===== src/rtl/elastic_delay_chain.sv =====
// Elastic register chain with per-stage valid bits, collapsing bubbles, synchronous flush and occupancy.
// Optional saturating stall counter output enabled by ELASTIC_DELAY_CHAIN_STALL_CNT_EN.
module elastic_delay_chain #(
  parameter int WIDTH  = 8,
  parameter int STAGES = 4
) (
  input  logic                           clk,
  input  logic                           rst,
  input  logic                           flush,
  input  logic                           in_valid,
  input  logic [WIDTH-1:0]               in_bus,
  output logic                           in_ready,
  output logic                           out_valid,
  output logic [WIDTH-1:0]               out_bus,
  input  logic                           out_ready,
`ifdef ELASTIC_DELAY_CHAIN_STALL_CNT_EN
  output logic [31:0]                    stall_cnt,
`endif
  output logic [$clog2(STAGES+1)-1:0]    occupancy
);

  localparam int OW = $clog2(STAGES+1);

  if (STAGES < 1 || STAGES > 64) begin : g_bad_stages
    $fatal(1, "elastic_delay_chain: STAGES must be in 1..64");
  end

  logic [STAGES-1:0] v;
  logic [WIDTH-1:0]  d [STAGES];
  logic [STAGES-1:0] adv;
  logic              push;
  logic              pop;

  // adv[i] unrolled from its recursive form: a stage moves if any stage at or
  // above it is empty, or the output is being drained.
  always_comb begin
    adv = '0;
    for (int unsigned i = 0; i < STAGES; i++) begin
      adv[i] = out_ready;
      for (int unsigned j = i; j < STAGES; j++) begin
        if (!v[j]) adv[i] = 1'b1;
      end
    end
  end

  assign in_ready  = adv[0] && !flush;
  assign out_valid = v[STAGES-1];
  assign out_bus   = d[STAGES-1];
  assign push      = in_valid && in_ready;
  assign pop       = out_valid && out_ready;

  always_ff @(posedge clk or posedge rst) begin
    if (rst) begin
      v         <= '0;
      occupancy <= '0;
      for (int unsigned i = 0; i < STAGES; i++) d[i] <= '0;
    end else if (flush) begin
      v         <= '0;
      occupancy <= '0;
    end else begin
      if (adv[0]) begin
        v[0] <= in_valid;
        d[0] <= in_bus;
      end
      for (int unsigned i = 1; i < STAGES; i++) begin
        if (adv[i]) begin
          v[i] <= v[i-1];
          d[i] <= d[i-1];
        end
      end
      occupancy <= occupancy + OW'(push) - OW'(pop);
    end
  end

`ifdef ELASTIC_DELAY_CHAIN_STALL_CNT_EN
  // Survives flush on purpose: it measures downstream back-pressure over the whole run.
  always_ff @(posedge clk or posedge rst) begin
    if (rst) begin
      stall_cnt <= '0;
    end else if (out_valid && !out_ready && stall_cnt != '1) begin
      stall_cnt <= stall_cnt + 32'd1;
    end
  end
`else
  // Stall counter not built.
`endif

endmodule

===== config.mk =====
export PLATFORM = sky130hd
export DESIGN_NAME = elastic_delay_chain
export DESIGN_NICKNAME = d
export VERILOG_FILES = /design/src/rtl/elastic_delay_chain.sv
export SDC_FILE = /design/constraint.sdc
export NUM_CORES = 1
export LEC_CHECK = 0
export ABC_CLOCK_PERIOD_IN_PS = 2400
export BUFFER_PORTS_ARGS = -buffer_cell sky130_fd_sc_hd__buf_2
export CORE_ASPECT_RATIO = 0.5
export CORE_MARGIN = 4
export CORE_UTILIZATION = 35
export CTS_CLUSTER_DIAMETER = 200
export CTS_CLUSTER_SIZE = 8
export DETAILED_ROUTE_END_ITERATION = 10
export RECOVER_POWER = 25
export SLEW_MARGIN = 5
export SYNTH_ARGS = -nofsm -noshare
export SYNTH_HDL_FRONTEND = slang
export SYNTH_SLANG_ARGS = --single-unit

===== constraint.sdc =====
create_clock -name clk -period 2.4 [get_ports clk]
set_clock_uncertainty 0.2 [all_clocks]
set_input_delay 0.24 -clock clk [delete_from_list [all_inputs] [get_ports clk]]
set_output_delay 0.24 -clock clk [all_outputs]
set_load 0.02 [all_outputs]

Yosys cells after proc, flatten, opt, wreduce, memory -nomap -nowiden --
Cells that the tools add are included.
Cells by class: shift operators 0, multiplexer cells 16, reductions and logical operators 12, div/mod/pow operators 0, bitwise logic cells 1, add/sub/neg operators 2, multipliers 0, magnitude comparators 0, eq/ne operators 0
Operators with widths (count):
- two-way mux 1 bit | 14
- AND reduction 2 bit | 4
- nonzero test 2 bit | 4
- two-way mux 4 bit | 1
- adder 3 x 1 -> 3 bit | 1
- logical AND 1 bit | 3
- two-way mux 3 bit | 1
- subtractor 3 x 1 -> 3 bit | 1
- zero test 1 bit | 1
- NOT 1 bit | 1
Word-level totals: memory bits (read-only) 0, bits in registers 39, latch bits 0, word-level logic and storage cells 40, RAM bits 0, input bits 13, memories kept 0

Longest topological paths before layout --
Gate-level depths: netlist of run 1.
word-level depth 9, mapped depth 11, mapped depth without buffers 10

Least setup slack after synthesis of run 1 --
No wires, ideal clock.
path kind flip-flop to flip-flop, from register v[3], to register occupancy[2], cell stages (with the launch flop) 12, period minus slack after synthesis 2.625 ns, path buffers 1, data required time 2.077 ns, setup slack -0.225 ns, arrival 2.302 ns, cells stage by stage dfrtp_1 > and4b_1 > buf_2 > a21oi_4 > nand2_1 > ha_1 > inv_1 > ha_1 > inv_1 > fa_1 > xnor2_1 > nor2_1
On the way: longest elaborated chain between the ends 6, elaborated cells between the ends (all ways) 7
Ends and longest elaborated chain:
- start, declared | RTL line 28 | logic [STAGES-1:0] v;
- start signal, assigned by index | RTL line 67 | v[i] <= v[i-1];
- two-way mux 1 bit | RTL line 41 | if (!v[j]) adv[i] = 1'b1;
- logical AND 1 bit | RTL line 46 | assign in_ready = adv[0] && !flush;
- named net in_ready | RTL line 12 | output logic in_ready,
- logical AND 1 bit | RTL line 49 | assign push = in_valid && in_ready;
- adder 3 x 1 -> 3 bit | RTL line 71 | occupancy <= occupancy + OW'(push) - OW'(pop);
- subtractor 3 x 1 -> 3 bit | RTL line 71
- two-way mux 3 bit | RTL line 57 | end else if (flush) begin
- end signal, assigned | RTL line 71
- end, declared | RTL line 19 | output logic [$clog2(STAGES+1)-1:0] occupancy
The timed path passes the listed nets, and every way through them passes these cells. A chain may end at the register's enable or synchronous reset.

Worst setup path after layout of run 1 --
from register v[3], to register occupancy[1]
On the way: longest elaborated chain between the ends 6, elaborated cells between the ends (all ways) 7
Ends and longest elaborated chain (RTL line):
- two-way mux 1 bit | 41
- logical AND 1 bit | 46
- logical AND 1 bit | 49
- adder 3 x 1 -> 3 bit | 71
- subtractor 3 x 1 -> 3 bit * | 71
- two-way mux 3 bit * | 57
Every way passes the cells marked *; elsewhere a longest branch is shown, timed or not.

==> metrics, run 1 <==
outcome complete, no violations; CP delay by family, top adder cells; clock tree buffer depth 2; # H-tree levels 2; syn nets 125; CTS Sinks 39; post-synthesis compound-gate area fraction 0.0133; yosys warns 0; setup violators final 0; slew at the pin closest to its max-slew limit 0.622 ns; ranking of synthesized cells by area dfrtp_1 61%, mux2_2 23%, buf_4 3.8%, nor2_1 2.1%, ha_1 1.6%; critical path required time 2.37 ns; Synth top area share 0.610; vias in the first global route 967; register-to-register setup slack 0.17 ns; Die Ht 55.8 microns; initial antenna violation count 0; setup bufs post-CTS 0; Root Driver clkbuf_8; main combinational cell family by area after synthesis multiplexers; LEAKAGE 0.000881 uW; 1st-iter DRT viols 25; Clock Latency Late Sink 0.29 ns; #FFs+latches synth 39; CP max stage cell fa_2; post-synthesis sequential area ratio 0.610; Final Cell Area 1940 sq um; Max-slew headroom 0.585; Via Count 895; Comb power frac 0.165; CP Class reg -> reg; Fmax 0.449 GHz; CP startpoint kind register; worst path arrival time 2.20 ns; XOR/XNOR Fraction of Synth Area 0.0109; Layout Utilization 0.441; layout cells sized above 1 0.469; HP Class in -> reg; I/O Buffers 25; slowest stage delay, CP 0.51 ns; Die X 104 microns; Switch Pwr 407 uW; GR Overflow Total 0; Critical Path End occupancy[1]$_DFF_PP0_; post_cts resized 0; Antenna diodes 0; # DRC 0; Post-synth EDFFs 0; switch share 0.266; Worst Reg-to-Reg Cells 9; Crit Path Max Fanout 5; dpl cell area 1750 sq um; crit path buf inv count 2; top-count cell post-synth dfrtp_1; Area Growth Syn to Fin 21.3%; adder-cell share of the synthesized area 0.0281; CP endpoint kind register; Final Hold Viols 0; RR Startpoint v[3]$_DFFE_PP0P_; Final Cycle Share 0.927; Std-Cell Core Area 4400 sq um; cell taking the most area after synthesis dfrtp_1; CP Launch Point v[3]$_DFFE_PP0P_; Total GRT Usage 0.0942; post-DR wirelength/cell 11.5 microns; drt pass-1 iters 4; Final GP Congestion 0.665; full die area 5780 sq um; Synth Area in Simple Gates 0.0618; ys flop type dfrtp_1; Post-DP HPWL 1810 microns; Slew Viols, Final 0; synth cell count leaders 39 x dfrtp_1, 32 x mux2_2, 9 x nor2_1; synthesized instance count 109; Vias/cell 4.43; Starting Density 0.363; mux cell area share after synthesis 0.225; proportion of power drawn by flip-flops and latches 0.529; Mapped Area 1600 sq um; CTS tree yes; Tmin final 2.23 ns; CTS Hold Bufs 10; Detail Route Antenna Nets 0; largest net degree at the start of global routing 18; Cell Chain, Critical Path and4b_1 > a21oi_4 > nand2_1 > ha_1 > inv_1 > ha_1 > inv_1 > fa_2 > nor2_1; CTS Buf Count 5; Final Routed Wirelength 2320 microns; Crit. path cell count 9; Post-layout nets 160; first-pass GRT wire length 4350 microns; RSZ-0062 raised after global routing false; # IOs 26; Netlist cell types 19; asr flop ratio synth 1.00; Worst VDD drop 0.258 mV; Internal 1120 uW; syn avg cell area 14.7 sq um; Clock power frac 0.305; FF-to-FF End occupancy[1]$_DFF_PP0_; max_cap viols 0; Clock Pin Slew Worst Setup and Hold Paths 0.07 ns; Power Dens Cells 787 nW/um^2; Core Rows 17
[power groups by stage]
| stage | clock [uW] | combinational [uW] | sequential (uW) |
|---|---|---|---|
| floorplan | 0 | 226 | 813 |
| finish | 466 | 252 | 808 |
| detailed placement | 0 | 254 | 824 |
| global route | 507 | 279 | 824 |
| global placement | 0 | 250 | 820 |
| CTS | 484 | 267 | 810 |
[state kept, by name, indices dropped and copies added, names as in the netlist]
register   count
d             24
out_bus        8
v              4
occupancy      3
[layout make-up]
cell class	count	area (sq um)
Inverter	3	11.3
Clock buffer	6	82.6
Sequential cell	39	977
Fill cell	416	2460
Tap cell	57	71.3
Clock inverter	2	16.3
Timing Repair Buffer	38	238
Multi-Input combinational cell	57	544
[stage by stage]
stage | hold slack [ns] | instances | power, uW | setup TNS [ns] | worst slack [ns]
after floorplan | 0.167 | 109 | 1040 | -0.200 | -0.119
after global placement | 0.160 | 184 | 1070 | 0 | 0.220
after detailed placement | 0.160 | 184 | 1080 | 0 | 0.162
after CTS | 0.0845 | 202 | 1560 | 0 | 0.155
after global routing | 0.114 | 202 | 1610 | 0 | 0.0536
final | 0.0936 | 202 | 1530 | 0 | 0.174
[layout by cell type (no fill, tap or decap)]
cell / instances
a21oi_1: 1
a21oi_4: 1
and2_2: 1
and2b_2: 1
and3b_1: 1
and4b_1: 1
buf_2: 17
buf_4: 3
clkbuf_1: 8
clkbuf_8: 6
clkinv_4: 1
clkinvlp_4: 1
dfrtp_1: 38
dfrtp_2: 1
dlygate4sd3_1: 10
fa_2: 1
ha_1: 2
inv_1: 3
mux2_2: 32
nand2_1: 1
nor2_1: 9
nor2_2: 3
nor2b_1: 1
xnor2_1: 1
xor2_1: 1
[layer usage]
| metal | up-vias | routed length (microns) | global-route usage |
|---|---|---|---|
| li1 | 427 | - | - |
| met1 | 453 | 1120 | 0.117 |
| met2 | 11 | 1110 | 0.143 |
| met3 | 4 | 64 | 0.0324 |
| met4 | 0 | 34 | 0.0568 |
| met5 | - | 0 | 0 |
[how the worst min path moves through the flow]
stage / startpoint / endpoint / cells past startpoint
floorplan: in_valid / v[0]$_DFFE_PP0P_ / 2
global placement: rst / v[2]$_DFFE_PP0P_ / 2
detailed placement: rst / v[2]$_DFFE_PP0P_ / 2
CTS: flush / occupancy[1]$_DFF_PP0_ / 2
global route: flush / occupancy[1]$_DFF_PP0_ / 2
finish: flush / occupancy[1]$_DFF_PP0_ / 2
[logic make-up after synthesis]
group / Yosys count
AOI/OAI and AO/OA: 2
xor gates and xnor gates: 2
adders and majority gates: 3
buffers and inverters: 13
DFF: 39
muxes: 32
and+or+nand+nor: 18
No activity file was read; power rests on OpenSTA's default activity.
==> run 2, diff against run 1 <==
--- a/config.mk
+++ b/config.mk
@@ -8,13 +8,13 @@
 export ABC_CLOCK_PERIOD_IN_PS = 2400
 export BUFFER_PORTS_ARGS = -buffer_cell sky130_fd_sc_hd__buf_2
 export CORE_ASPECT_RATIO = 0.5
-export CORE_MARGIN = 4
 export CORE_UTILIZATION = 35
+export CTS_BUF_LIST = sky130_fd_sc_hd__clkbuf_2 sky130_fd_sc_hd__clkbuf_4 sky130_fd_sc_hd__clkbuf_8
 export CTS_CLUSTER_DIAMETER = 200
 export CTS_CLUSTER_SIZE = 8
 export DETAILED_ROUTE_END_ITERATION = 10
 export RECOVER_POWER = 25
-export SLEW_MARGIN = 5
+export SLEW_MARGIN = 10
 export SYNTH_ARGS = -nofsm -noshare
 export SYNTH_HDL_FRONTEND = slang
 export SYNTH_SLANG_ARGS = --single-unit
==> metrics, run 2 (synthesis results as in run 1) <==
Worst Reg-to-Reg Cells 9; CTS tree yes; Detail Route Antenna Nets 0; Core Rows 16; CP startpoint kind register; CTS Sinks 39; Post-layout nets 160; RSZ-0062 raised after global routing false; Std-Cell Core Area 4140 sq um; Final GP Congestion 0.669; worst path arrival time 2.21 ns; 1st-iter DRT viols 16; most frequent cells in the layout 38 x dfrtp_1, 32 x mux2_2, 18 x buf_2; setup violators final 0; Root Driver clkbuf_8; Total GRT Usage 0.114; slew at the pin closest to its max-slew limit 0.488 ns; CTS Buf Count 5; clock tree buffer depth 2; # H-tree levels 2; worst setup margin 0.164 ns; Layout Utilization 0.468; HP Class in -> reg; Hold Crit Depth 2; Die Ht 49.8 microns; slowest stage delay, CP 0.51 ns; largest net degree at the start of global routing 17; setup bufs post-CTS 0; Die X 97.6 microns; LEAKAGE 0.000884 uW; Min-Delay Startpoint flush; Clock Pin Slew Worst Setup and Hold Paths 0.07 ns; Area Growth Syn to Fin 21.1%; CP Class reg -> reg; drt pass-1 iters 7; Vias/cell 4.55; full die area 4860 sq um; Max-slew headroom 0.674; Final Cycle Share 0.932; Crit Path Max Fanout 5; Cell Chain, Critical Path and4b_1 > a21oi_4 > nand2_1 > ha_1 > inv_1 > ha_1 > inv_1 > fa_2 > nor2_1; RR Startpoint v[3]$_DFFE_PP0P_; Antenna diodes 0; commonest non-fill, non-tap cell in the layout dfrtp_1; post-DR wirelength/cell 11.5 microns; GR Overflow Total 0; failing checks design-rule violations; I/O Buffers 25; Final Hold Viols 0; # DRC 3; Via Count 906; outcome finished, violations left; CP delay by family, top adder cells; Reg with most FFs d; CP endpoint kind register; Final Routed Wirelength 2290 microns; Post-DP HPWL 1700 microns; CP max stage cell fa_2; Starting Density 0.386; Slew Viols, Final 0; Hold Path End v[1]$_DFFE_PP0P_; layout cells sized above 1 0.476; first-pass GRT wire length 4100 microns; vias in the first global route 913; FF-to-FF End occupancy[1]$_DFF_PP0_; Power Dens Cells 787 nW/um^2; max_cap viols 0; Tmin final 2.24 ns; Setup WS pre-CTS 0.162 ns; Total Power 1530 uW; dpl cell area 1750 sq um; Fmax 0.447 GHz; # IOs 26; Worst VDD drop 0.228 mV; register-to-register setup slack 0.16 ns; Clock Latency Late Sink 0.29 ns; initial antenna violation count 0; Largest register FFs 24; crit path buf inv count 2; Final Cell Area 1940 sq um; critical path required time 2.37 ns
run 2: cell types whose count changed in the layout (fill, tap and decap cells not counted), sizes merged:
cell / previous run / this run
buf: 20 / 21
clkbuf: 14 / 13
run 2: worst reg2reg max path: stages, from the launching register on:
cell,delay [ns]
dfrtp_2,0.42
and4b_1,0.25
a21oi_4,0.16
nand2_1,0.06
ha_1,0.26
inv_1,0.05
ha_1,0.12
inv_1,0.05
fa_2,0.51
nor2_1,0.04
run 2: metrics by stage:
step	hold slack, ns	setup TNS (ns)	std cells
after floorplan	0.167	-0.200	109
after global placement	0.0906	0	181
after detailed placement	0.0877	0	181
after CTS	0.0804	0	199
after global routing	0.0945	0	199
final	0.0913	0	199
run 2: what timing repair did:
item	4_1_cts	5_1_grt
hold buffers	10	0
hold endpoints to repair	20	0
gates resized for setup	0	0
run 2: area by class of cell:
class / instances / area (sq um)
inverters: 3 / 11.3
multi-input cells: 57 / 544
well taps: 54 / 67.6
clock inverters: 2 / 16.3
fillers: 383 / 2210
clock buffers: 6 / 82.6
repair buffers: 38 / 239
flip-flops and latches: 39 / 977
run 2: metal layers:
layer	global-route usage	wire (microns)	up-vias
met4	0.0758	63	0
met3	0.0468	105	8
met5	0	0	-
met1	0.135	1100	455
met2	0.173	1030	15
li1	-	-	428
run 2: worst max path at each step:
stage                          start                endpoint  slack (ns)  cells after the start
floorplan           v[3]$_DFFE_PP0P_  occupancy[1]$_DFF_PP0_       -0.12                     10
CTS                 v[3]$_DFFE_PP0P_  occupancy[1]$_DFF_PP0_        0.15                      9
finish              v[3]$_DFFE_PP0P_  occupancy[1]$_DFF_PP0_        0.16                      9
global route        v[3]$_DFFE_PP0P_  occupancy[2]$_DFF_PP0_        0.06                     10
global placement    v[3]$_DFFE_PP0P_  occupancy[1]$_DFF_PP0_        0.22                      9
detailed placement  v[3]$_DFFE_PP0P_  occupancy[1]$_DFF_PP0_        0.16                      9
run 2: report_power, final:
| group | internal, uW | switching, uW | total, uW |
|---|---|---|---|
| Clock | 234 | 231 | 466 |
| Sequential | 758 | 48.6 | 807 |
| Combinational | 128 | 125 | 253 |
